$ cat src/rtl/dnn_pkg.sv
// Shared types and constants for the accumulator-drain datapath.
package dnn_pkg;

    localparam int DEF_WIDTH_IN  = 16;
    localparam int DEF_WIDTH_OUT = 8;

    typedef enum logic [1:0] {
        IDLE,
        RUN,
        FLUSH,
        DONE
    } drain_state_e;

    function automatic int act_max(input int width_out);
        return (1 << (width_out - 1)) - 1;
    endfunction

    localparam int ACT_MAX = act_max(DEF_WIDTH_OUT);

endpackage

$ cat src/rtl/act_packer.sv
// ReLU/int8 saturation, lane packing register and a one-word output register
// with a valid/ready handshake toward the activation buffer.
module act_packer
    import dnn_pkg::*;
#(
    parameter int WIDTH_IN  = DEF_WIDTH_IN,
    parameter int WIDTH_OUT = DEF_WIDTH_OUT,
    parameter int LANES     = 4,
    parameter int CNT_W     = 3,
    parameter int SAT_MAX   = ACT_MAX
) (
    input  logic                                clk,
    input  logic                                rst,
    input  logic                                in_valid,
    input  logic signed [WIDTH_IN-1:0]          in_data,
    input  logic                                flush,
    input  logic                                act_wr_ready,
    output logic                                act_wr_en,
    output logic [LANES-1:0][WIDTH_OUT-1:0]     act_wr_data,
    output logic [LANES-1:0]                    act_wr_mask,
    output logic                                wr_accept,
    output logic [CNT_W-1:0]                    fill_next,
    output logic                                empty_next
);

    localparam int LANE_W = (LANES > 1) ? $clog2(LANES) : 1;
    localparam logic signed [WIDTH_IN-1:0] ZERO_IN = '0;
    localparam logic signed [WIDTH_IN-1:0] SAT_IN  = WIDTH_IN'(SAT_MAX);

    logic [LANES-1:0][WIDTH_OUT-1:0] lanes_q, lanes_d, lanes_tmp;
    logic [CNT_W-1:0]                fill_q, fill_d, fill_tmp;
    logic                            out_vld_q, out_vld_d;
    logic [LANES-1:0][WIDTH_OUT-1:0] out_data_q, out_data_d;
    logic [LANES-1:0]                out_mask_q, out_mask_d;
    logic [WIDTH_OUT-1:0]            act;
    logic                            out_free;
    logic                            move;

    always_comb begin
        // NOTE: every always_comb output gets a default first so no path leaves it unassigned (no latch).
        act = in_data[WIDTH_OUT-1:0];
        if (in_data <= ZERO_IN) begin
            act = '0;
        end else if (in_data > SAT_IN) begin
            act = WIDTH_OUT'(SAT_MAX);
        end
    end

    always_comb begin
        lanes_tmp  = lanes_q;
        fill_tmp   = fill_q;
        lanes_d    = lanes_q;
        fill_d     = fill_q;
        out_vld_d  = out_vld_q;
        out_data_d = out_data_q;
        out_mask_d = out_mask_q;

        if (in_valid) begin
            lanes_tmp[fill_q[LANE_W-1:0]] = act;
            fill_tmp = fill_q + CNT_W'(1);
        end

        wr_accept = out_vld_q && act_wr_ready;
        out_free  = !out_vld_q || act_wr_ready;
        move      = out_free && ((fill_tmp == CNT_W'(LANES)) || (flush && fill_tmp != '0));

        if (wr_accept) begin
            out_vld_d = 1'b0;
        end

        // Clearing the lanes on every move keeps unused lanes of a partial word at zero.
        if (move) begin
            out_vld_d  = 1'b1;
            out_data_d = lanes_tmp;
            for (int i = 0; i < LANES; i++) begin
                out_mask_d[i] = (CNT_W'(i) < fill_tmp);
            end
            lanes_d = '0;
            fill_d  = '0;
        end else begin
            lanes_d = lanes_tmp;
            fill_d  = fill_tmp;
        end

        fill_next  = fill_d;
        empty_next = (fill_d == '0) && !out_vld_d;
    end

    // NOTE: state updates use non-blocking assignments so every flop samples pre-edge values.
    always_ff @(posedge clk or posedge rst) begin
        if (rst) begin
            // NOTE: the lane register is a handful of flops, not a RAM, so it is reset with everything else.
            lanes_q    <= '0;
            fill_q     <= '0;
            out_vld_q  <= 1'b0;
            out_data_q <= '0;
            out_mask_q <= '0;
        end else begin
            lanes_q    <= lanes_d;
            fill_q     <= fill_d;
            out_vld_q  <= out_vld_d;
            out_data_q <= out_data_d;
            out_mask_q <= out_mask_d;
        end
    end

    assign act_wr_en   = out_vld_q;
    assign act_wr_data = out_data_q;
    assign act_wr_mask = out_mask_q;

endmodule

$ cat src/rtl/act_drain_ctrl.sv
// Drains signed accumulator results through ReLU/saturation and writes them
// LANES-at-a-time into the activation buffer.
module act_drain_ctrl
    import dnn_pkg::*;
#(
    parameter int WIDTH_IN  = DEF_WIDTH_IN,
    parameter int WIDTH_OUT = DEF_WIDTH_OUT,
    parameter int LANES     = 4,
    parameter int ADDR_W    = 10,
    parameter int RD_LAT    = 1
) (
    input  logic                          clk,
    input  logic                          rst,
    input  logic                          start,
    input  logic [ADDR_W:0]               len,
    input  logic [ADDR_W-1:0]             src_base,
    input  logic [ADDR_W-1:0]             dst_base,
    output logic                          busy,
    output logic                          done,
    output logic                          acc_rd_en,
    output logic [ADDR_W-1:0]             acc_rd_addr,
    input  logic signed [WIDTH_IN-1:0]    acc_rd_data,
    output logic                          act_wr_en,
    output logic [ADDR_W-1:0]             act_wr_addr,
    output logic [LANES*WIDTH_OUT-1:0]    act_wr_data,
    output logic [LANES-1:0]              act_wr_mask,
    input  logic                          act_wr_ready
);

    localparam int CNT_W = $clog2(LANES + 1);

    drain_state_e      state_q, state_d;
    logic [ADDR_W:0]   len_q, len_d;
    logic [ADDR_W:0]   issued_q, issued_d;
    logic [ADDR_W-1:0] rd_addr_q, rd_addr_d;
    logic [ADDR_W-1:0] wr_addr_q, wr_addr_d;
    logic [CNT_W-1:0]  inflight_q, inflight_d;
    logic [RD_LAT-1:0] vld_q, vld_d;
    logic              busy_q, busy_d;
    logic              done_q, done_d;

    logic              ret;
    logic              rd_en;
    logic              flush_req;
    logic              wr_accept;
    logic              pk_empty_next;
    logic [CNT_W-1:0]  fill_next;
    logic [CNT_W:0]    occ;

    act_packer #(
        .WIDTH_IN  (WIDTH_IN),
        .WIDTH_OUT (WIDTH_OUT),
        .LANES     (LANES),
        .CNT_W     (CNT_W),
        .SAT_MAX   (act_max(WIDTH_OUT))
    ) u_packer (
        .clk          (clk),
        .rst          (rst),
        .in_valid     (ret),
        .in_data      (acc_rd_data),
        .flush        (flush_req),
        .act_wr_ready (act_wr_ready),
        .act_wr_en    (act_wr_en),
        .act_wr_data  (act_wr_data),
        .act_wr_mask  (act_wr_mask),
        .wr_accept    (wr_accept),
        .fill_next    (fill_next),
        .empty_next   (pk_empty_next)
    );

    always_comb begin
        ret       = vld_q[RD_LAT-1];
        flush_req = (state_q == FLUSH) && (inflight_q == '0);

        // Occupancy after this cycle's return and any word leaving the lanes frees credit immediately.
        occ   = {1'b0, inflight_q} - (CNT_W+1)'(ret) + {1'b0, fill_next};
        rd_en = (state_q == RUN) && (issued_q < len_q) && (occ < (CNT_W+1)'(LANES));

        state_d    = state_q;
        len_d      = len_q;
        issued_d   = issued_q;
        rd_addr_d  = rd_addr_q;
        wr_addr_d  = wr_addr_q;
        busy_d     = busy_q;
        inflight_d = inflight_q + CNT_W'(rd_en) - CNT_W'(ret);
        vld_d      = vld_q << 1;
        vld_d[0]   = rd_en;

        if (rd_en) begin
            issued_d  = issued_q + (ADDR_W+1)'(1);
            rd_addr_d = rd_addr_q + ADDR_W'(1);
        end
        if (wr_accept) begin
            wr_addr_d = wr_addr_q + ADDR_W'(1);
        end

        case (state_q)
            IDLE: begin
                if (start) begin
                    len_d     = len;
                    issued_d  = '0;
                    rd_addr_d = src_base;
                    wr_addr_d = dst_base;
                    if (len == '0) begin
                        state_d = DONE;
                        busy_d  = 1'b0;
                    end else begin
                        state_d = RUN;
                        busy_d  = 1'b1;
                    end
                end
            end
            RUN: begin
                if (rd_en && (issued_q + (ADDR_W+1)'(1) == len_q)) begin
                    state_d = FLUSH;
                end
            end
            FLUSH: begin
                if ((inflight_q == '0) && pk_empty_next) begin
                    state_d = DONE;
                end
            end
            DONE: begin
                state_d = IDLE;
                busy_d  = 1'b0;
            end
            default: begin
                state_d = IDLE;
                busy_d  = 1'b0;
            end
        endcase

        done_d = (state_d == DONE);
    end

    always_ff @(posedge clk or posedge rst) begin
        if (rst) begin
            state_q    <= IDLE;
            len_q      <= '0;
            issued_q   <= '0;
            rd_addr_q  <= '0;
            wr_addr_q  <= '0;
            inflight_q <= '0;
            vld_q      <= '0;
            busy_q     <= 1'b0;
            done_q     <= 1'b0;
        end else begin
            state_q    <= state_d;
            len_q      <= len_d;
            issued_q   <= issued_d;
            rd_addr_q  <= rd_addr_d;
            wr_addr_q  <= wr_addr_d;
            inflight_q <= inflight_d;
            vld_q      <= vld_d;
            busy_q     <= busy_d;
            done_q     <= done_d;
        end
    end

    assign busy        = busy_q;
    assign done        = done_q;
    assign acc_rd_en   = rd_en;
    assign acc_rd_addr = rd_addr_q;
    assign act_wr_addr = wr_addr_q;

endmodule

$ cat config.mk
export PLATFORM = sky130hd
export DESIGN_NAME = act_drain_ctrl
export DESIGN_NICKNAME = d
export VERILOG_FILES = /design/src/rtl/dnn_pkg.sv /design/src/rtl/act_packer.sv /design/src/rtl/act_drain_ctrl.sv
export SDC_FILE = /design/constraint.sdc
export NUM_CORES = 1
export LEC_CHECK = 0
export ABC_CLOCK_PERIOD_IN_PS = 6000
export CORE_ASPECT_RATIO = 0.75
export CORE_MARGIN = 2
export CORE_UTILIZATION = 53
export DETAILED_ROUTE_END_ITERATION = 6
export GPL_TIMING_DRIVEN = 0
export MAX_ROUTING_LAYER = met4
export PLACE_DENSITY = 0.91
export SYNTH_ARGS = -nofsm -noshare
export SYNTH_HDL_FRONTEND = slang
export SYNTH_HIERARCHICAL = 1
export SYNTH_SLANG_ARGS = --single-unit
$ cat constraint.sdc
create_clock -name clk -period 6 [get_ports clk]
set_input_delay 0.9 -clock clk [delete_from_list [all_inputs] [get_ports clk]]
set_output_delay 0.9 -clock clk [all_outputs]
set_load 0.02 [all_outputs]
==> flow_summary.toml, run 1 <==
[route]
avgViaCountPerCell = 5.73
avgRoutedWirePerCell_um = 18.3
drtAntennaViolNets = 0
dr.first_iter.drc_count = 604
vias = 5194
drt_wl_total_um = 16600
drc_errors = 0
drtPass1Iterations = 5

[place]
dp_hpwl_um = 11800
gp_congestion = 0.940
port_buffers = 110
place_inst = 873

[floorplan]
num_rows = 34
die_h_um = 98.2
coreArea_um2 = 11600
start_util_pct = 54.2
ios = 111
die_area_um2 = 12700
die_x_um = 130

[synthesis]
ys_ff_latch = 122
synth_edf_count = 0
synth_compound_area_share_pct = 9.92
synth_xor_area_share_pct = 6.43
synth_area_um2 = 6270
yosysWarningCount = 6
synth_nets = 676
synth_top_family_by_area = "simple AND/OR/NAND/NOR gates"
synthMuxAreaShare_pct = 6.61
ys_seq_area_share_pct = 48.7
synthAdderAreaFrac_pct = 5.31
synth-main-ff-cell = "dfrtp_1"
yosys.area_share.simple_pct = 16.8
synth.distinct_cells = 55
synthCells = 599
syn_area_per_cell_um2 = 10.5
synthArstFlopShare_pct = 100

[sta]
tns_ns = 0
tightestPinTransition_ns = 0.995
max_slew_margin_pct = 33.0
drv_slew = 0
min_period_ns = 5.56
fmax_mhz = 180
whs_ns = 0.478
hold_viol_final = 0
finalSetupViolCount = 0
rsz0062_at_grt = "false"
fin_crit_sh_pct = 92.6
skew_ns = 0.00820

[cts]
root_buffer = "clkbuf_16"
cts_tree = "built"
cts_buffer_depth = 2
cts_htree_levels = 4
cts.clk_slew.worst_paths_ns = 0.06
cts.sinks = 122
clk_latency_ns = 0.42
numCtsBuffers = 17
cts_hold_buf = 0

[grt]
grt_start_max_net_pins = 47
antenna_found_initial = 0
grt.overflow.total = 0
grt_pass1_vias = 5309
grt_util_all_layers_pct = 28.5
grt_pass1_wl_um = 27300

[status]
status = "complete, no violations"

[final_layout]
syn_to_final_growth_pct = 31.4
nets = 809
drive_gt1_share_pct = 11.7
antenna_cells = 0
fillerInstances = 769
final_cell_mix = "122 x dfrtp_1, 109 x clkdlybuf4s50_1, 54 x nand2_1, 54 x inv_1, 46 x nor2_1"
final_common_cell = "dfrtp_1"
fin_cells = 907

[setup_path]
path_cells = "buf_2 > inv_1 > ha_1 > nor2b_1 > a31oi_1 > and3_1 > buf_6 > buf_4 > nor2_1 > inv_1 > ha_1 > inv_1 > ha_1 > and3b_4 > nor4_4 > o211ai_4 > nor2_4 > dlymetal6s2s_1"
crit_type = "reg -> out"
arrival_ns = 4.66
required_ns = 5.10
crit_path_end_kind = "output port"
slowest_stage = "dfrtp_1"
slowest_delay_ns = 0.38
worstSetupStartpointType = "register"
crit_fanout = 10

[flow_run]
cap_violations = 0

[pwr]
powerDensity_nw_per_um2 = 572
p_leak_nw = 3.60
power_mw = 4.71
vdd.ir_drop.worst_uv = 294

[hold_path]
hp-class = "reg -> reg"
==> repair_timing <==
item                       4_1_cts  5_1_grt
setup buffers                    0        2
setup endpoints to repair        1        1
pin swaps                        0        1
gates resized for setup          1        1
==> sequential cells by signal, summed over array words and instances (netlist names) <==
register              flops
acc_rd_addr              10
act_wr_addr              10
busy                      1
done                      1
inflight_q                3
issued_q                 11
len_q                    11
ret                       1
state_q                   2
u_packer/act_wr_data     32
u_packer/act_wr_en        1
u_packer/act_wr_mask      4
u_packer/fill_q           3
u_packer/lanes_q         32
==> area by class of cell <==
class	count	area (um2)	share of cell area, %
Buffer	27	181	2.20
Clock buffer	17	425	5.16
Clock inverter	15	176	2.14
Inverter	56	210	2.55
Multi-Input combinational cell	394	2830	34.4
Sequential cell	122	3050	37.1
Tap cell	162	203	2.46
Timing Repair Buffer	114	1160	14.1
==> power by group <==
part | total, mW | switching [mW] | internal (mW)
registers | 1.36 | 0.230 | 1.13
logic | 2.32 | 1.27 | 1.05
clock network | 1.03 | 0.380 | 0.652
total | 4.71 | 1.88 | 2.84
==> synth_stat cells, types with 3 or more instances <==
library cell	number	area, um2
nor2_1	46	173
a21oi_1	10	50.1
mux2_4	8	120
dfrtp_1	122	3050
nand2_1	54	203
o21ai_0	31	155
inv_1	56	210
xor2_1	12	105
and3_1	4	25.0
buf_4	5	37.5
o221a_2	5	56.3
buf_2	4	20.0
nor4_2	3	37.5
nand2b_1	3	18.8
nand3_1	16	80.1
nand4_1	12	75.1
buf_6	6	67.6
a211o_1	3	26.3
nor2b_1	5	31.3
mux2_2	3	33.8
mux2i_1	26	260
nor3_2	7	70.1
clkbuf_1	10	37.5
nor3_1	8	40.0
xnor2_1	34	298
a31oi_1	4	25.0
nor4_1	6	37.5
and2_1	18	113
o221ai_1	23	201
ha_1	25	313
==> worst max-delay path, delay by kind of cell (launching register included) <==
kind                     cells  cell delay [ns]
AO/OA/AOI/OAI                2             0.42
adder cells (fa/ha/maj)      3             0.92
buffers and inverters        7             1.01
flip-flops                   1             0.38
AND/OR/NAND/NOR              6             1.50
==> cells by family after synthesis <==
kind of cell | count (synthesis)
compound gates | 88
xor+xnor | 46
buf+inv | 83
mux | 37
simple gates | 197
fa+ha+maj | 26
flops | 122
==> metrics by stage <==
stage | cell area [um2] | setup slack, ns | utilization (%)
after floorplan | 6270 | 1.51 | -
after global placement | 7570 | 0.423 | 65.5
after detailed placement | 7610 | 0.374 | 65.8
after CTS | 8220 | 0.0869 | 71.0
after global routing | 8240 | 0.261 | 71.2
final | 8240 | 0.443 | 71.2
==> layer usage <==
| metal | routed length, um | global-route usage, % | vias up |
|---|---|---|---|
| met5 | 0 | - | - |
| met4 | 275 | 9.10 | 0 |
| met3 | 1010 | 6.25 | 33 |
| met2 | 8150 | 43.2 | 228 |
| met1 | 7190 | 38.3 | 2591 |
| li1 | - | - | 2342 |
==> final timing paths <==
path	end	slack, ns	depth (start not counted)	start
worst min-delay path	u_packer/act_wr_mask[0]	0.48	1	u_packer/act_wr_mask[0]
min in group asynchronous	act_wr_addr[6]	0.86	2	rst
worst max register to register	inflight_q[2]	0.98	22	u_packer/fill_q[0]
worst min register to register	u_packer/act_wr_mask[0]	0.48	1	u_packer/act_wr_mask[0]
max in group asynchronous	u_packer/lanes_q[15]	4.45	3	rst
worst max-delay path	acc_rd_en	0.44	18	u_packer/fill_q[0]
Power figures use the tool's default switching activity.
==> run 2: changes to the inputs <==
==> constraint.sdc (replaced) <==
create_clock -name clk -period 6 [get_ports clk]
set_input_delay 0.6 -clock clk [delete_from_list [all_inputs] [get_ports clk]]
set_output_delay 0.6 -clock clk [all_outputs]
set_load 0.02 [all_outputs]
==> flow_summary.toml, run 2 (synthesis results as in run 1) <==
[status]
status = "complete, no violations"

[pwr]
internal-power_mw = 2.81
powerDensity_nw_per_um2 = 569
p_leak_nw = 3.57
vdd.ir_drop.worst_uv = 293
swShare_pct = 40.0
p_clk_share_pct = 22.0
p_comb_share_pct = 48.9
seqPwrFrac_pct = 29.1
power_switching_mw = 1.87

[sta]
fin_crit_sh_pct = 94.7
whs_ns = 0.478
max_slew_margin_pct = 37.4
drv_slew = 0
min_period_ns = 5.68
skew_ns = 0.00855
rsz0062_at_grt = "false"
tightestPinTransition_ns = 0.930
hold_viol_final = 0
finalSetupViolCount = 0
tns_ns = 0
fmax_mhz = 176

[grt]
grt.overflow.total = 0
grt_pass1_wl_um = 27300
grt_util_all_layers_pct = 28.4
antenna_found_initial = 0
grt_pass1_vias = 5301
grt_start_max_net_pins = 47

[place]
gp_congestion = 0.940
port_buffers = 110
dp_hpwl_um = 11800

[final_layout]
antenna_cells = 0
final_common_cell = "dfrtp_1"
fillerInstances = 770
drive_gt1_share_pct = 11.4
final_cell_mix = "122 x dfrtp_1, 110 x clkdlybuf4s50_1, 54 x nand2_1, 54 x inv_1, 46 x nor2_1"
nets = 807
syn_to_final_growth_pct = 31.1

[floorplan]
die_x_um = 130
coreArea_um2 = 11600
start_util_pct = 54.2
ios = 111
die_area_um2 = 12700
num_rows = 34
die_h_um = 98.2

[setup_path]
path_cells = "buf_2 > inv_1 > ha_1 > nor2b_1 > a31oi_1 > and3_1 > buf_6 > buf_4 > nor2_1 > inv_1 > ha_1 > inv_1 > ha_1 > and3b_4 > nor4_4 > o211ai_4 > nor2_4 > clkdlybuf4s50_1"
crit_path_end_kind = "output port"
worstSetupStartpointType = "register"
crit_type = "reg -> out"
required_ns = 5.40
rr_worst_depth = 22
arrival_ns = 5.08
slowest_delay_ns = 0.67
slowest_stage = "clkdlybuf4s50_1"
crit_fanout = 10

[cts]
cts_hold_buf = 0
cts_buffer_depth = 2
cts.clk_slew.worst_paths_ns = 0.06
cts.sinks = 122
cts_setup_buffers = 0
cts_htree_levels = 4
clk_latency_ns = 0.42
numCtsBuffers = 17
root_buffer = "clkbuf_16"
cts_tree = "built"

[flow_run]
cap_violations = 0

[route]
drt_wl_total_um = 16600
drc_errors = 0
dr.first_iter.drc_count = 561
vias = 5200
avgRoutedWirePerCell_um = 18.4
drtPass1Iterations = 5
drtAntennaViolNets = 0
avgViaCountPerCell = 5.75

[hold_path]
hp-class = "reg -> reg"
hold_path_depth = 1
run 2: cell count changes in the layout (fill, tap and decap cells not counted):
cell,previous run,this run
buf_4,7,5
dlymetal6s2s_1,1,0
clkdlybuf4s50_1,109,110
run 2: routing by layer:
layer / track usage, % / vias to the layer above / share of wire (%)
li1: - / 2342 / -
met1: 38.1 / 2592 / 43
met2: 43.0 / 226 / 49
met3: 6.47 / 40 / 6.6
met4: 9.51 / 0 / 2.1
met5: - / - / 0
run 2: area by class of cell:
type / instances / area, um2 / area share (%)
Inverter: 56 / 210 / 2.56
Tap cell: 162 / 203 / 2.47
Sequential cell: 122 / 3050 / 37.1
Multi-Input combinational cell: 394 / 2830 / 34.4
Clock buffer: 17 / 425 / 5.18
Timing Repair Buffer: 112 / 1140 / 13.9
Clock inverter: 15 / 176 / 2.15
Buffer: 27 / 181 / 2.21
run 2: path summary, 6_finish.rpt:
path	slack, ns	end	start
worst max-delay path	0.32	acc_rd_en	u_packer/fill_q[0]
worst min-delay path	0.48	u_packer/act_wr_mask[0]	u_packer/act_wr_mask[0]
worst max register to register	0.95	inflight_q[2]	u_packer/fill_q[0]
worst min register to register	0.48	u_packer/act_wr_mask[0]	u_packer/act_wr_mask[0]
max in group asynchronous	4.73	u_packer/lanes_q[15]	rst
min in group asynchronous	0.56	act_wr_addr[6]	rst
run 2: power groups by stage:
stage	combinational, mW	clock (mW)	sequential, mW
2_1_floorplan	1.35	0	1.49
3_3_place_gp	2.12	0	1.34
3_5_place_dp	2.22	0	1.36
4_1_cts	2.26	1.04	1.35
5_1_grt	2.47	1.08	1.39
6_report	2.29	1.03	1.36
run 2: timing repair:
item                                    CTS  global route
endpoints found under the setup margin    0             1
gates resized for setup                   0             1
endpoints found under the hold margin     0             0
run 2: metrics by stage:
| step | utilization, % | instance area, um2 | worst slack [ns] | total power [mW] | std cells |
|---|---|---|---|---|---|
| after floorplan | - | 6270 | 1.51 | 2.84 | 599 |
| after global placement | 65.5 | 7570 | 0.829 | 3.46 | 871 |
| after detailed placement | 65.8 | 7610 | 0.696 | 3.58 | 873 |
| after CTS | 71.0 | 8220 | 0.202 | 4.65 | 905 |
| after global routing | 71.0 | 8220 | 0.123 | 4.95 | 905 |
| final | 71.0 | 8220 | 0.319 | 4.68 | 905 |
run 2: critical path, delay by kind of cell (launching register included):
| kind | cells | cell delay, ns |
|---|---|---|
| buffers and inverters | 7 | 1.42 |
| flip-flops | 1 | 0.38 |
| adder cells (fa/ha/maj) | 3 | 0.92 |
| AND/OR/NAND/NOR | 6 | 1.52 |
| AO/OA/AOI/OAI | 2 | 0.42 |
